[src/rtl/cpu_pkg.sv]
// Shared constants for the CPU control unit: opcode fields, ALU operation
// codes and the sequencer state encoding.
package cpu_pkg;

  typedef enum logic [1:0] {
    ST_RUN     = 2'd0,
    ST_IO_WAIT = 2'd1,
    ST_HALT    = 2'd2
  } state_e;

  // ALU classes are recognised by opcode[5:3]; opcode[2:0] is the ALU op
  localparam logic [2:0] OP_ALU_R = 3'b000;
  localparam logic [2:0] OP_ALU_I = 3'b001;

  localparam logic [5:0] OP_J    = 6'b10_0000;
  localparam logic [5:0] OP_JZ   = 6'b10_0001;
  localparam logic [5:0] OP_JNZ  = 6'b10_0010;
  localparam logic [5:0] OP_JAL  = 6'b10_0011;
  localparam logic [5:0] OP_RET  = 6'b10_0100;
  localparam logic [5:0] OP_IN   = 6'b01_0000;
  localparam logic [5:0] OP_OUT  = 6'b01_0001;
  localparam logic [5:0] OP_HALT = 6'b11_1111;

  localparam logic [2:0] ALU_PASS_A = 3'b000;
  localparam logic [2:0] ALU_NOT_A  = 3'b001;
  localparam logic [2:0] ALU_ADD    = 3'b010;
  localparam logic [2:0] ALU_SUB    = 3'b011;
  localparam logic [2:0] ALU_AND    = 3'b100;
  localparam logic [2:0] ALU_OR     = 3'b101;
  localparam logic [2:0] ALU_NEG_A  = 3'b110;
  localparam logic [2:0] ALU_NEG_B  = 3'b111;

endpackage

[src/rtl/cpu_uc_if.sv]
// Control-unit bundle: decode inputs from the datapath/bus and every
// datapath select, enable and status line driven back.
interface cpu_uc_if;
  logic [5:0] opcode;
  logic       z;
  logic       io_ack;

  logic       pc_en;
  logic       s_inc;
  logic       s_stack_mux;
  logic       push;
  logic       pop;
  logic       we3;
  logic       wez;
  logic       s_mux_alu;
  logic       s_mux_datos;
  logic       transceiver_oe;
  logic [2:0] op_alu;
  logic       io_req;
  logic       io_rnw;
  logic       halted;
  logic       stack_err;
  logic       bus_err;
  logic       illegal;

  modport master (
    input  opcode, z, io_ack,
    output pc_en, s_inc, s_stack_mux, push, pop, we3, wez, s_mux_alu,
           s_mux_datos, transceiver_oe, op_alu, io_req, io_rnw, halted,
           stack_err, bus_err, illegal
  );

  modport slave (
    output opcode, z, io_ack,
    input  pc_en, s_inc, s_stack_mux, push, pop, we3, wez, s_mux_alu,
           s_mux_datos, transceiver_oe, op_alu, io_req, io_rnw, halted,
           stack_err, bus_err, illegal
  );
endinterface

[src/rtl/cpu_uc_io_timer.sv]
// I/O wait timer: counts IO_WAIT cycles from zero and flags the last
// permitted cycle before the transaction is abandoned.
module io_timer #(
  parameter int IO_TIMEOUT = 255,
  parameter int TO_W       = $clog2(IO_TIMEOUT + 1)
) (
  input  logic clk,
  input  logic reset,
  input  logic clr_i,
  input  logic inc_i,
  output logic expired_o
);

  localparam logic [TO_W-1:0] LAST = TO_W'(IO_TIMEOUT - 1);

  logic [TO_W-1:0] cnt_q, cnt_d;

  always_comb begin
    cnt_d = cnt_q;
    if (clr_i)      cnt_d = '0;
    else if (inc_i) cnt_d = cnt_q + TO_W'(1);
  end

  always_ff @(posedge clk) begin
    if (!reset) cnt_q <= '0;
    else        cnt_q <= cnt_d;
  end

  assign expired_o = (cnt_q == LAST);

endmodule

[src/rtl/cpu_uc.sv]
// Control unit for the single-ALU CPU: instruction decode, return-stack
// occupancy tracking, multi-cycle I/O handshake with timeout, and HALT.
//
// state      | meaning
// -----------+-----------------------------------------------------------
// ST_RUN     | decode opcode, single-cycle instructions, issue I/O / HALT
// ST_IO_WAIT | hold io_req until io_ack or timeout, then resume
// ST_HALT    | all enables off, halted=1 until reset
module cpu_uc
  import cpu_pkg::*;
#(
  parameter int STACK_DEPTH = 16,
  parameter int IO_TIMEOUT  = 255,
  parameter int TO_W        = $clog2(IO_TIMEOUT + 1)
) (
  input  logic      clk,
  input  logic      reset,
  cpu_uc_if.master  bus
);

  localparam int DW = $clog2(STACK_DEPTH + 1);
  localparam logic [DW-1:0] DEPTH_MAX = DW'(STACK_DEPTH);

  state_e          state_q, state_d;
  logic [DW-1:0]   depth_q, depth_d;
  logic            stack_err_q, stack_err_d;
  logic            bus_err_q, bus_err_d;
  logic            rnw_q, rnw_d;

  logic            tmr_clr, tmr_inc, tmr_expired;

  logic            pc_en_c, s_inc_c, s_stack_mux_c, push_c, pop_c;
  logic            we3_c, wez_c, s_mux_alu_c, s_mux_datos_c, oe_c;
  logic [2:0]      op_alu_c;
  logic            io_req_c, io_rnw_c, halted_c, illegal_c;

  io_timer #(
    .IO_TIMEOUT (IO_TIMEOUT),
    .TO_W       (TO_W)
  ) u_io_timer (
    .clk       (clk),
    .reset     (reset),
    .clr_i     (tmr_clr),
    .inc_i     (tmr_inc),
    .expired_o (tmr_expired)
  );

  always_comb begin
    state_d       = state_q;
    depth_d       = depth_q;
    stack_err_d   = stack_err_q;
    bus_err_d     = bus_err_q;
    rnw_d         = rnw_q;
    tmr_clr       = 1'b0;
    tmr_inc       = 1'b0;
    pc_en_c       = 1'b0;
    s_inc_c       = 1'b1;
    s_stack_mux_c = 1'b0;
    push_c        = 1'b0;
    pop_c         = 1'b0;
    we3_c         = 1'b0;
    wez_c         = 1'b0;
    s_mux_alu_c   = 1'b0;
    s_mux_datos_c = 1'b0;
    oe_c          = 1'b0;
    op_alu_c      = 3'b000;
    io_req_c      = 1'b0;
    io_rnw_c      = 1'b0;
    halted_c      = 1'b0;
    illegal_c     = 1'b0;

    case (state_q)
      ST_RUN: begin
        pc_en_c = 1'b1;
        if (bus.opcode[5:3] == OP_ALU_R || bus.opcode[5:3] == OP_ALU_I) begin
          op_alu_c    = bus.opcode[2:0];
          we3_c       = 1'b1;
          wez_c       = 1'b1;
          s_mux_alu_c = (bus.opcode[5:3] == OP_ALU_I);
        end else begin
          case (bus.opcode)
            OP_J:   s_inc_c = 1'b0;
            OP_JZ:  s_inc_c = ~bus.z;
            OP_JNZ: s_inc_c = bus.z;
            OP_JAL: begin
              if (depth_q < DEPTH_MAX) begin
                push_c  = 1'b1;
                s_inc_c = 1'b0;
                depth_d = depth_q + DW'(1);
              end else begin
                stack_err_d = 1'b1;
              end
            end
            OP_RET: begin
              if (depth_q != '0) begin
                pop_c         = 1'b1;
                s_stack_mux_c = 1'b1;
                depth_d       = depth_q - DW'(1);
              end else begin
                stack_err_d = 1'b1;
              end
            end
            OP_IN: begin
              io_req_c = 1'b1;
              io_rnw_c = 1'b1;
              pc_en_c  = 1'b0;
              tmr_clr  = 1'b1;
              rnw_d    = 1'b1;
              state_d  = ST_IO_WAIT;
            end
            OP_OUT: begin
              io_req_c = 1'b1;
              oe_c     = 1'b1;
              pc_en_c  = 1'b0;
              tmr_clr  = 1'b1;
              rnw_d    = 1'b0;
              state_d  = ST_IO_WAIT;
            end
            OP_HALT: begin
              pc_en_c = 1'b0;
              state_d = ST_HALT;
            end
            default: illegal_c = 1'b1;
          endcase
        end
      end

      ST_IO_WAIT: begin
        io_req_c = 1'b1;
        io_rnw_c = rnw_q;
        oe_c     = ~rnw_q;
        tmr_inc  = 1'b1;
        // an ack landing on the timeout cycle wins over the timeout
        if (bus.io_ack) begin
          pc_en_c       = 1'b1;
          we3_c         = rnw_q;
          s_mux_datos_c = rnw_q;
          state_d       = ST_RUN;
        end else if (tmr_expired) begin
          pc_en_c   = 1'b1;
          bus_err_d = 1'b1;
          state_d   = ST_RUN;
        end
      end

      ST_HALT: halted_c = 1'b1;

      default: state_d = ST_RUN;
    endcase
  end

  always_ff @(posedge clk) begin
    if (!reset) begin
      state_q     <= ST_RUN;
      depth_q     <= '0;
      stack_err_q <= 1'b0;
      bus_err_q   <= 1'b0;
      rnw_q       <= 1'b0;
    end else begin
      state_q     <= state_d;
      depth_q     <= depth_d;
      stack_err_q <= stack_err_d;
      bus_err_q   <= bus_err_d;
      rnw_q       <= rnw_d;
    end
  end

  // Outputs are forced to their idle values while reset is held low
  assign bus.pc_en          = reset & pc_en_c;
  assign bus.s_inc          = ~reset | s_inc_c;
  assign bus.s_stack_mux    = reset & s_stack_mux_c;
  assign bus.push           = reset & push_c;
  assign bus.pop            = reset & pop_c;
  assign bus.we3            = reset & we3_c;
  assign bus.wez            = reset & wez_c;
  assign bus.s_mux_alu      = reset & s_mux_alu_c;
  assign bus.s_mux_datos    = reset & s_mux_datos_c;
  assign bus.transceiver_oe = reset & oe_c;
  assign bus.op_alu         = reset ? op_alu_c : 3'b000;
  assign bus.io_req         = reset & io_req_c;
  assign bus.io_rnw         = reset & io_rnw_c;
  assign bus.halted         = reset & halted_c;
  assign bus.stack_err      = reset & stack_err_q;
  assign bus.bus_err        = reset & bus_err_q;
  assign bus.illegal        = reset & illegal_c;

endmodule

[src/flat_wrapper.sv]
// flat-port wrapper written by rule: the top's interface ports become plain ports
module cpu_uc_flat import cpu_pkg::*;
#(
  parameter int STACK_DEPTH = 16,
  parameter int IO_TIMEOUT  = 255,
  parameter int TO_W        = $clog2(IO_TIMEOUT + 1)
)
  (clk, reset, bus_opcode, bus_z, bus_io_ack, bus_pc_en, bus_s_inc, bus_s_stack_mux, bus_push, bus_pop, bus_we3, bus_wez, bus_s_mux_alu, bus_s_mux_datos, bus_transceiver_oe, bus_op_alu, bus_io_req, bus_io_rnw, bus_halted, bus_stack_err, bus_bus_err, bus_illegal);
  cpu_uc_if bus_i ();
  input  logic clk;
  input  logic reset;
  input wire logic [$bits(bus_i.opcode)-1:0] bus_opcode;
  input wire logic [$bits(bus_i.z)-1:0] bus_z;
  input wire logic [$bits(bus_i.io_ack)-1:0] bus_io_ack;
  output wire logic [$bits(bus_i.pc_en)-1:0] bus_pc_en;
  output wire logic [$bits(bus_i.s_inc)-1:0] bus_s_inc;
  output wire logic [$bits(bus_i.s_stack_mux)-1:0] bus_s_stack_mux;
  output wire logic [$bits(bus_i.push)-1:0] bus_push;
  output wire logic [$bits(bus_i.pop)-1:0] bus_pop;
  output wire logic [$bits(bus_i.we3)-1:0] bus_we3;
  output wire logic [$bits(bus_i.wez)-1:0] bus_wez;
  output wire logic [$bits(bus_i.s_mux_alu)-1:0] bus_s_mux_alu;
  output wire logic [$bits(bus_i.s_mux_datos)-1:0] bus_s_mux_datos;
  output wire logic [$bits(bus_i.transceiver_oe)-1:0] bus_transceiver_oe;
  output wire logic [$bits(bus_i.op_alu)-1:0] bus_op_alu;
  output wire logic [$bits(bus_i.io_req)-1:0] bus_io_req;
  output wire logic [$bits(bus_i.io_rnw)-1:0] bus_io_rnw;
  output wire logic [$bits(bus_i.halted)-1:0] bus_halted;
  output wire logic [$bits(bus_i.stack_err)-1:0] bus_stack_err;
  output wire logic [$bits(bus_i.bus_err)-1:0] bus_bus_err;
  output wire logic [$bits(bus_i.illegal)-1:0] bus_illegal;
  assign bus_i.opcode = bus_opcode;
  assign bus_i.z = bus_z;
  assign bus_i.io_ack = bus_io_ack;
  assign bus_pc_en = bus_i.pc_en;
  assign bus_s_inc = bus_i.s_inc;
  assign bus_s_stack_mux = bus_i.s_stack_mux;
  assign bus_push = bus_i.push;
  assign bus_pop = bus_i.pop;
  assign bus_we3 = bus_i.we3;
  assign bus_wez = bus_i.wez;
  assign bus_s_mux_alu = bus_i.s_mux_alu;
  assign bus_s_mux_datos = bus_i.s_mux_datos;
  assign bus_transceiver_oe = bus_i.transceiver_oe;
  assign bus_op_alu = bus_i.op_alu;
  assign bus_io_req = bus_i.io_req;
  assign bus_io_rnw = bus_i.io_rnw;
  assign bus_halted = bus_i.halted;
  assign bus_stack_err = bus_i.stack_err;
  assign bus_bus_err = bus_i.bus_err;
  assign bus_illegal = bus_i.illegal;
  cpu_uc #(.STACK_DEPTH(STACK_DEPTH), .IO_TIMEOUT(IO_TIMEOUT), .TO_W(TO_W)) u_core (.clk(clk), .reset(reset), .bus(bus_i));
endmodule
[config.mk]
export PLATFORM = sky130hd
export DESIGN_NAME = cpu_uc_flat
export DESIGN_NICKNAME = d
export VERILOG_FILES = /design/src/rtl/cpu_pkg.sv /design/src/rtl/cpu_uc_if.sv /design/src/rtl/cpu_uc_io_timer.sv /design/src/rtl/cpu_uc.sv /design/src/flat_wrapper.sv
export SDC_FILE = /design/constraint.sdc
export NUM_CORES = 1
export LEC_CHECK = 0
export CAP_MARGIN = 0
export CORE_MARGIN = 2
export CORE_UTILIZATION = 48
export CTS_CLUSTER_SIZE = 12
export DETAILED_ROUTE_END_ITERATION = 16
export PLACE_DENSITY = 0.76
export SYNTH_ARGS = -nofsm -noshare
export SYNTH_HDL_FRONTEND = slang
export SYNTH_SLANG_ARGS = --single-unit
[constraint.sdc]
create_clock -name clk -period 3.6 [get_ports clk]
set_input_delay 0.72 -clock clk [delete_from_list [all_inputs] [get_ports clk]]
set_output_delay 0.72 -clock clk [all_outputs]
set_load 0.05 [all_outputs]
==> impl_metrics.tcl, run 1 <==
set metrics [dict create \
    status "finished clean" \
    cts_resized 0 \
    post_cts_buffers 0 \
    finish.utilization_pct 72.8 \
    async_flop_share_pct 0 \
    drtIter0Drc 10 \
    start_util_pct 51.6 \
    ys_ff_latch 18 \
    globalRoute.totalOverflow 0 \
    port_buffers 28 \
    grt_pass1_vias 1095 \
    setup_viol 0 \
    clock-skew-final_ps 2.02 \
    cts_hold_buf 0 \
    dieArea_sq_um 2830 \
    drive_above_1_share_pct 19.4 \
    start_kind "primary input" \
    area_growth_pct 41.1 \
    die_h_microns 53.2 \
    clk_pin_slew_ps 100 \
    endpoint_kind "output port" \
    ys_types 45 \
    routed_via_density 5.47 \
    crit_arrival_ps 2560 \
    worstSetupPathType "in2out" \
    hpwlAfterDp_mm 2.31 \
    synth_area_leaders "dfxtp_1, nor2_1, ha_1" \
    drtAntennaViolNets 0 \
    hp-class "reg2reg" \
    period_needed_ps 3280 \
    track_usage_pct 22.9 \
    cts_root_buffer "clkbuf_4" \
    critical_path_required_ps 2880 \
    clock_path_buffers 2 \
    synth_nets 159 \
    fin_crit_sh_pct 91.2 \
    grt_first_pass_wirelength_mm 4.80 \
    cts_tree "yes" \
    clock_latency_ps 290 \
    tightest_slew_ps 528 \
    synthCells 143 \
    fillCellCount 182 \
    cts_max_level 1 \
    path_max_fanout 7 \
    setup_tns_ps 0 \
    synth_common_cells "nor2_1, dfxtp_1, nand2_1, nand3_1, xnor2_1" \
    drv_slew 0 \
    ys_warn_count 0 \
    ys_seq_area_share_pct 31.0 \
    die_width_microns 53.2 \
    yosysTopAreaCell "dfxtp_1" \
    vdd_drop_max_mv 0.277 \
    rows 17 \
    fin_nets 192 \
    io_pins 29 \
    max_freq_mhz 305 \
    yosysTopAreaCellShare_pct 31.0 \
    gp_congestion 0.815 \
    power_uw 400 \
    synth_edf_count 0 \
    max-slew-margin-rel_pct 64.5 \
    rsz0062_at_grt "no" \
    final_hold_viol_count 0 \
    p_per_area_nw_per_um2 244 \
    drtPass1Iterations 4 \
    diodes 0 \
    synthesis.area_per_instance_sq_um 8.14 \
    vias 1110 \
    wl_mm 2.80 \
    ys.flop_type "dfxtp_1" \
    coreArea_sq_um 2250 \
    leakage_nw 0.669 \
    drcViolationCount 0 \
    synth_area_sq_um 1160 \
    cts.sinks 18 \
    antenna_found_initial 0 \
    yosysMostFrequentCell "nor2_1" \
    grt_max_degree 13 \
    cts_buffers 3 \
    cap_viol_max_count 0 \
    wire_per_inst_microns 13.8 \
]
==> through the flow <==
step                worst slack (ps)  hold WS [ps]  std cells  instance area, sq um
floorplan                       63.2           432        143                  1170
global placement                 413           451        199                  1610
detailed placement               269           489        199                  1610
CTS                              263           505        203                  1640
global route                     151           532        203                  1640
finish                           318           503        203                  1640
==> path summary, 6_finish.rpt <==
kind         slack [ps]               from  cells past startpoint                  to
max                 320      bus_opcode[4]                      7  bus_transceiver_oe
min                 500   u_core.bus_err_q                      2    u_core.bus_err_q
max reg2reg        1970  u_core.depth_q[0]                      6   u_core.depth_q[4]
min reg2reg         500   u_core.bus_err_q                      2    u_core.bus_err_q
==> sequential cells by signal, indices dropped and copies added (netlist names) <==
| name | flops |
|---|---|
| u_core.stack_err_q | 1 |
| u_core.u_io_timer.cnt_q | 8 |
| u_core.depth_q | 5 |
| u_core.rnw_q | 1 |
| u_core.state_q | 2 |
| u_core.bus_err_q | 1 |
==> worst max-delay path, stage by stage <==
cell	delay, ps
clkdlybuf4s50_1	590
nand2b_1	110
nor4_1	410
nand2_1	110
mux2_2	270
nor2_1	180
buf_12	170
==> layer usage <==
layer,up-vias,track usage (%),wire [microns]
met4,0,3.85,14
met2,17,40.7,1490
met3,2,4.52,89
met5,-,0,0
met1,525,28.5,1210
li1,566,-,-
==> cell usage in the layout, fill, tap and decap left out, types with 2 or more instances in the layout <==
cell	Yosys	routed
nor2_1	26	26
dfxtp_1	18	18
nand2_1	14	14
clkdlybuf4s50_1	0	13
buf_12	0	12
buf_4	1	8
nand3_1	6	6
xnor2_1	6	6
and2_1	5	5
a21oi_1	5	5
xor2_1	5	5
ha_1	5	5
nor3_1	3	3
nand2b_1	3	3
nand4_1	3	3
mux2i_1	3	3
clkbuf_4	0	3
inv_1	2	2
and4_1	2	2
nor3b_1	2	2
or2_2	2	2
and3_1	2	2
a21o_1	2	2
==> power breakdown <==
group / internal [mW] / total, mW / switching (mW) / leakage [nW]
Clock: 0.0616 / 0.122 / 0.0609 / 0.0210
Sequential: 0.200 / 0.202 / 0.00177 / 0.145
Combinational: 0.0325 / 0.0754 / 0.0429 / 0.503
Total: 0.294 / 0.400 / 0.106 / 0.669
==> final cells by class <==
class | instances | area, sq um | share of cell area (%)
repair buffers | 33 | 430 | 26.2
inverters | 2 | 7.51 | 0.457
multi-input cells | 118 | 772 | 47.0
well taps | 28 | 35.0 | 2.13
flip-flops and latches | 18 | 360 | 22.0
clock buffers | 4 | 36.3 | 2.21
==> kinds of logic after synthesis <==
kind of cell    synth area share (%)
compound gates                  11.3
xor+xnor                        8.28
fa+ha+maj                       7.10
buf+inv                         3.23
flops                           31.0
mux                             3.55
simple gates                    35.6
(Power assumes the default switching activity.)
==> inputs of run 2 (changes only) <==
--- a/config.mk
+++ b/config.mk
@@ -5,12 +5,13 @@
 export SDC_FILE = /design/constraint.sdc
 export NUM_CORES = 1
 export LEC_CHECK = 0
-export CAP_MARGIN = 0
+export CAP_MARGIN = 20
 export CORE_MARGIN = 2
-export CORE_UTILIZATION = 48
+export CORE_UTILIZATION = 35
 export CTS_CLUSTER_SIZE = 12
 export DETAILED_ROUTE_END_ITERATION = 16
-export PLACE_DENSITY = 0.76
+export PLACE_DENSITY = 0.58
+export SLEW_MARGIN = 20
 export SYNTH_ARGS = -nofsm -noshare
 export SYNTH_HDL_FRONTEND = slang
 export SYNTH_SLANG_ARGS = --single-unit
==> impl_metrics.tcl, run 2 (synthesis gave the netlist of run 1 again) <==
set metrics [dict create \
    stdcell_count 220 \
    diodes 0 \
    tightest_slew_ps 501 \
    timing.rr.start "u_core.depth_q[0]" \
    max_freq_mhz 312 \
    switching_share_pct 27.3 \
    io_pins 29 \
    fin_area_sq_um 1670 \
    rows 20 \
    path_max_fanout 7 \
    p_sw_uw 111 \
    drtIter0Drc 60 \
    coreArea_sq_um 3100 \
    cts_tree "yes" \
    fillCellCount 319 \
    gp_congestion 0.788 \
    drtPass1Iterations 4 \
    drtAntennaViolNets 0 \
    crit_arrival_ps 2490 \
    endpoint_kind "output port" \
    start_util_pct 37.5 \
    port_buffers 28 \
    startpoint "bus_opcode[3]" \
    cts_buffers 3 \
    rsz0062_at_grt "no" \
    clock-skew-final_ps 5.89 \
    hold_ws_ps 494 \
    layout_common_cells "nor2_1, dfxtp_1, nand2_1, clkdlybuf4s50_1, buf_12" \
    setup_tns_ps 0 \
    clk_pin_slew_ps 100 \
    antenna_found_initial 0 \
    regMostFlops "u_core.u_io_timer.cnt_q" \
    fin_crit_sh_pct 89.1 \
    drv_slew 0 \
    placed_area_sq_um 1630 \
    status "finished clean" \
    cts_hold_buf 0 \
    vdd_drop_max_mv 0.192 \
    dpl.cell_count 216 \
    wl_mm 2.78 \
    grt_first_pass_wirelength_mm 4.66 \
    cts_resized 0 \
    drive_above_1_share_pct 19.9 \
    power_uw 406 \
    largest_register_ff_count 8 \
    fin_nets 193 \
    routed_via_density 5.11 \
    die_h_microns 61.7 \
    leakage_nw 0.674 \
    multi_input_area_sq_um 772 \
    cts_root_buffer "clkbuf_4" \
    wire_per_inst_microns 12.6 \
    die_width_microns 61.7 \
    worstSetupPathType "in2out" \
    vias 1125 \
    min_from "u_core.bus_err_q" \
    critical_path_required_ps 2880 \
    start_kind "primary input" \
    track_usage_pct 16.6 \
    top_regs "u_core.u_io_timer.cnt_q (8), u_core.depth_q (5), u_core.state_q (2)" \
    p_per_area_nw_per_um2 243 \
    regArea_sq_um 360 \
    internal_power_uw 295 \
    slowest_stage "or4b_2" \
    grt_max_degree 13 \
    period_needed_ps 3210 \
    drcViolationCount 0 \
    area_growth_pct 43.4 \
    setup_viol 0 \
    hp-class "reg2reg" \
    grt_pass1_vias 1063 \
    final_hold_viol_count 0 \
    comb_power_share_pct 18.8 \
    cts_max_level 1 \
    clock_latency_ps 300 \
    hpwlAfterDp_mm 2.23 \
    final_common_cell "nor2_1" \
    dieArea_sq_um 3800 \
    max-slew-margin-rel_pct 66.5 \
    seqPwrFrac_pct 49.7 \
    post_cts_buffers 0 \
    cp_cell_sequence "clkdlybuf4s50_1, or4b_2, nor4_2, buf_12" \
    globalRoute.totalOverflow 0 \
    p_clk_share_pct 31.5 \
    cap_viol_max_count 0 \
    cts.sinks 18 \
    critPathMaxStageDelay_ps 760 \
    clock_path_buffers 2 \
]
run 2: worst paths after layout:
path,end,slack [ps],depth (start not counted)
max reg2reg,u_core.depth_q[4],1960,6
min,u_core.bus_err_q,490,2
max,bus_push,390,4
min reg2reg,u_core.bus_err_q,490,2
run 2: layer usage:
layer,track usage [%],vias up,share of wire (%)
li1,-,568,-
met1,21.5,533,45
met2,27.5,22,50
met3,4.83,2,4.3
met4,3.65,0,0.32
met5,0,-,0
run 2: critical path: cells and delay by family:
kind	cells	cell delay [ps]
and+or+nand+nor	2	1060
buffers and inverters	2	700
run 2: cell type report:
cell class / count / area share, %
clock buffers: 4 / 2.17
inverters: 2 / 0.450
multi-input cells: 118 / 46.3
flip-flops and latches: 18 / 21.6
well taps: 44 / 3.30
repair buffers: 34 / 26.2
run 2: through the flow:
step	util, %	setup WS [ps]
after floorplan	-	63.2
after global placement	52.6	399
after detailed placement	52.6	400
after global routing	53.8	308
after CTS	53.8	400
final	53.8	394
run 2: power groups by stage:
stage | registers (mW) | clock network, mW | logic [mW]
3_3_place_gp | 0.207 | 0 | 0.0758
2_1_floorplan | 0.206 | 0 | 0.0404
3_5_place_dp | 0.207 | 0 | 0.0762
4_1_cts | 0.202 | 0.133 | 0.0765
6_report | 0.202 | 0.128 | 0.0762
5_1_grt | 0.203 | 0.143 | 0.0816
==> inputs of run 3 (changes only) <==
--- a/config.mk
+++ b/config.mk
@@ -5,7 +5,6 @@
 export SDC_FILE = /design/constraint.sdc
 export NUM_CORES = 1
 export LEC_CHECK = 0
-export CAP_MARGIN = 20
 export CORE_MARGIN = 2
 export CORE_UTILIZATION = 35
 export CTS_CLUSTER_SIZE = 12
==> constraint.sdc (replaced) <==
create_clock -name clk -period 3.15 [get_ports clk]
set_input_delay 0.63 -clock clk [delete_from_list [all_inputs] [get_ports clk]]
set_output_delay 0.63 -clock clk [all_outputs]
set_load 0.05 [all_outputs]
==> impl_metrics.tcl, run 3 (synthesis gave the netlist of run 1 again) <==
set metrics [dict create \
    grt_max_degree 13 \
    max-slew-margin-rel_pct 72.1 \
    hp-class "reg2reg" \
    drtPass1Iterations 4 \
    cts_resized 0 \
    cts.sinks 18 \
    critPathMaxStageDelay_ps 550 \
    grt_pass1_vias 1041 \
    path_max_fanout 6 \
    layout_common_cells "nor2_1, dfxtp_1, buf_4, nand2_1, buf_12" \
    regMostFlops "u_core.u_io_timer.cnt_q" \
    die_h_microns 61.7 \
    cap_viol_max_count 0 \
    wl_met1_mm 1.36 \
    cts_max_level 1 \
    timing.rr.start "u_core.state_q[0]" \
    leakage_nw 0.692 \
    endpoint_kind "output port" \
    finish.utilization_pct 54.3 \
    final_hold_viol_count 0 \
    post_cts_buffers 0 \
    wl_mm 2.90 \
    vias 1095 \
    globalRoute.totalOverflow 0 \
    drtAntennaViolNets 0 \
    cts_tree "yes" \
    clock_latency_ps 300 \
    timing.critical_path.mode_cell "nor2_2" \
    track_usage_pct 16.4 \
    slowest_stage "or4_4" \
    max_freq_mhz 332 \
    routed_via_density 4.93 \
    rrSetupSlack_ps 1540 \
    dieArea_sq_um 3800 \
    tightest_slew_ps 415 \
    clock-skew-final_ps 2.66 \
    worstSetupPathType "in2out" \
    clock_path_buffers 2 \
    setup_tns_ps 0 \
    critical_path_required_ps 2520 \
    cts_hold_buf 0 \
    die_width_microns 61.7 \
    grt_first_pass_wirelength_mm 4.68 \
    timing.final.ws_setup_ps 139 \
    io_pins 29 \
    r2r_cells 5 \
    startpoint "bus_opcode[1]" \
    fin_nets 195 \
    cp_cell_sequence "clkdlybuf4s50_1, or4_4, nor2_2, nand2_1, nor2_2, buf_12" \
    dp_slack_ps 2.19 \
    start_util_pct 37.5 \
    start_kind "primary input" \
    gp_congestion 0.842 \
    status "finished clean" \
    drcViolationCount 0 \
    rsz0062_at_grt "no" \
    wire_per_inst_microns 13.1 \
    crit_arrival_ps 2380 \
    largest_register_ff_count 8 \
    drtIter0Drc 47 \
    routed.top_layer "met4" \
    diodes 0 \
    p_per_area_nw_per_um2 277 \
    top_regs "u_core.u_io_timer.cnt_q (8), u_core.depth_q (5), u_core.state_q (2)" \
    drive_above_1_share_pct 24.7 \
    vdd_drop_max_mv 0.221 \
    drv_slew 0 \
    coreArea_sq_um 3100 \
    r2r_end "u_core.depth_q[1]" \
    final_common_cell "nor2_1" \
    cts_buffers 3 \
    hpwlAfterDp_mm 2.32 \
    endpoint "bus_s_stack_mux" \
    wl_met2_mm 1.45 \
    period_needed_ps 3010 \
    rows 20 \
    cts_root_buffer "clkbuf_4" \
    setup_viol 0 \
    port_buffers 28 \
    antenna_found_initial 0 \
    clk_pin_slew_ps 100 \
    area_growth_pct 44.7 \
    fin_crit_sh_pct 95.6 \
    wl_met3_microns 74 \
]
-- run 3: per-layer routing --
| layer | vias up | track usage (%) |
|---|---|---|
| li1 | 574 | - |
| met1 | 509 | 22.4 |
| met2 | 10 | 26.6 |
| met3 | 2 | 3.78 |
| met4 | 0 | 3.34 |
| met5 | - | 0 |
-- run 3: per-stage QoR --
| stage | cell area [sq um] | power [mW] | hold WS, ps | instances |
|---|---|---|---|---|
| global route | 1680 | 0.488 | 521 | 222 |
| floorplan | 1180 | 0.282 | 432 | 143 |
| CTS | 1680 | 0.473 | 495 | 222 |
| finish | 1680 | 0.466 | 489 | 222 |
| global placement | 1650 | 0.326 | 447 | 218 |
| detailed placement | 1650 | 0.327 | 473 | 218 |
-- run 3: report_power, final --
part / switching, mW / internal [mW]
Clock: 0.0738 / 0.0705
Sequential: 0.00196 / 0.229
Combinational: 0.0506 / 0.0398
-- run 3: final cells by class --
type	count	area, sq um
fill	321	1420
multi-input combinational	118	782
clock buffer	4	36.3
tap	44	55.1
sequential	18	360
inverter	2	7.51
timing repair buffer	36	443
-- run 3: how the worst min path moves through the flow --
stage	from	endpoint	slack [ps]	depth (start not counted)
global route	u_core.depth_q[3]	u_core.depth_q[3]	520	2
CTS	u_core.depth_q[3]	u_core.depth_q[3]	500	2
global placement	u_core.bus_err_q	u_core.bus_err_q	450	2
detailed placement	u_core.bus_err_q	u_core.bus_err_q	470	2
finish	u_core.bus_err_q	u_core.bus_err_q	490	2
floorplan	u_core.bus_err_q	u_core.bus_err_q	430	2
-- run 3: critical path, delay by kind of cell --
kind / cells / cell delay (ps)
buf+inv: 2 / 590
simple gates: 4 / 1150
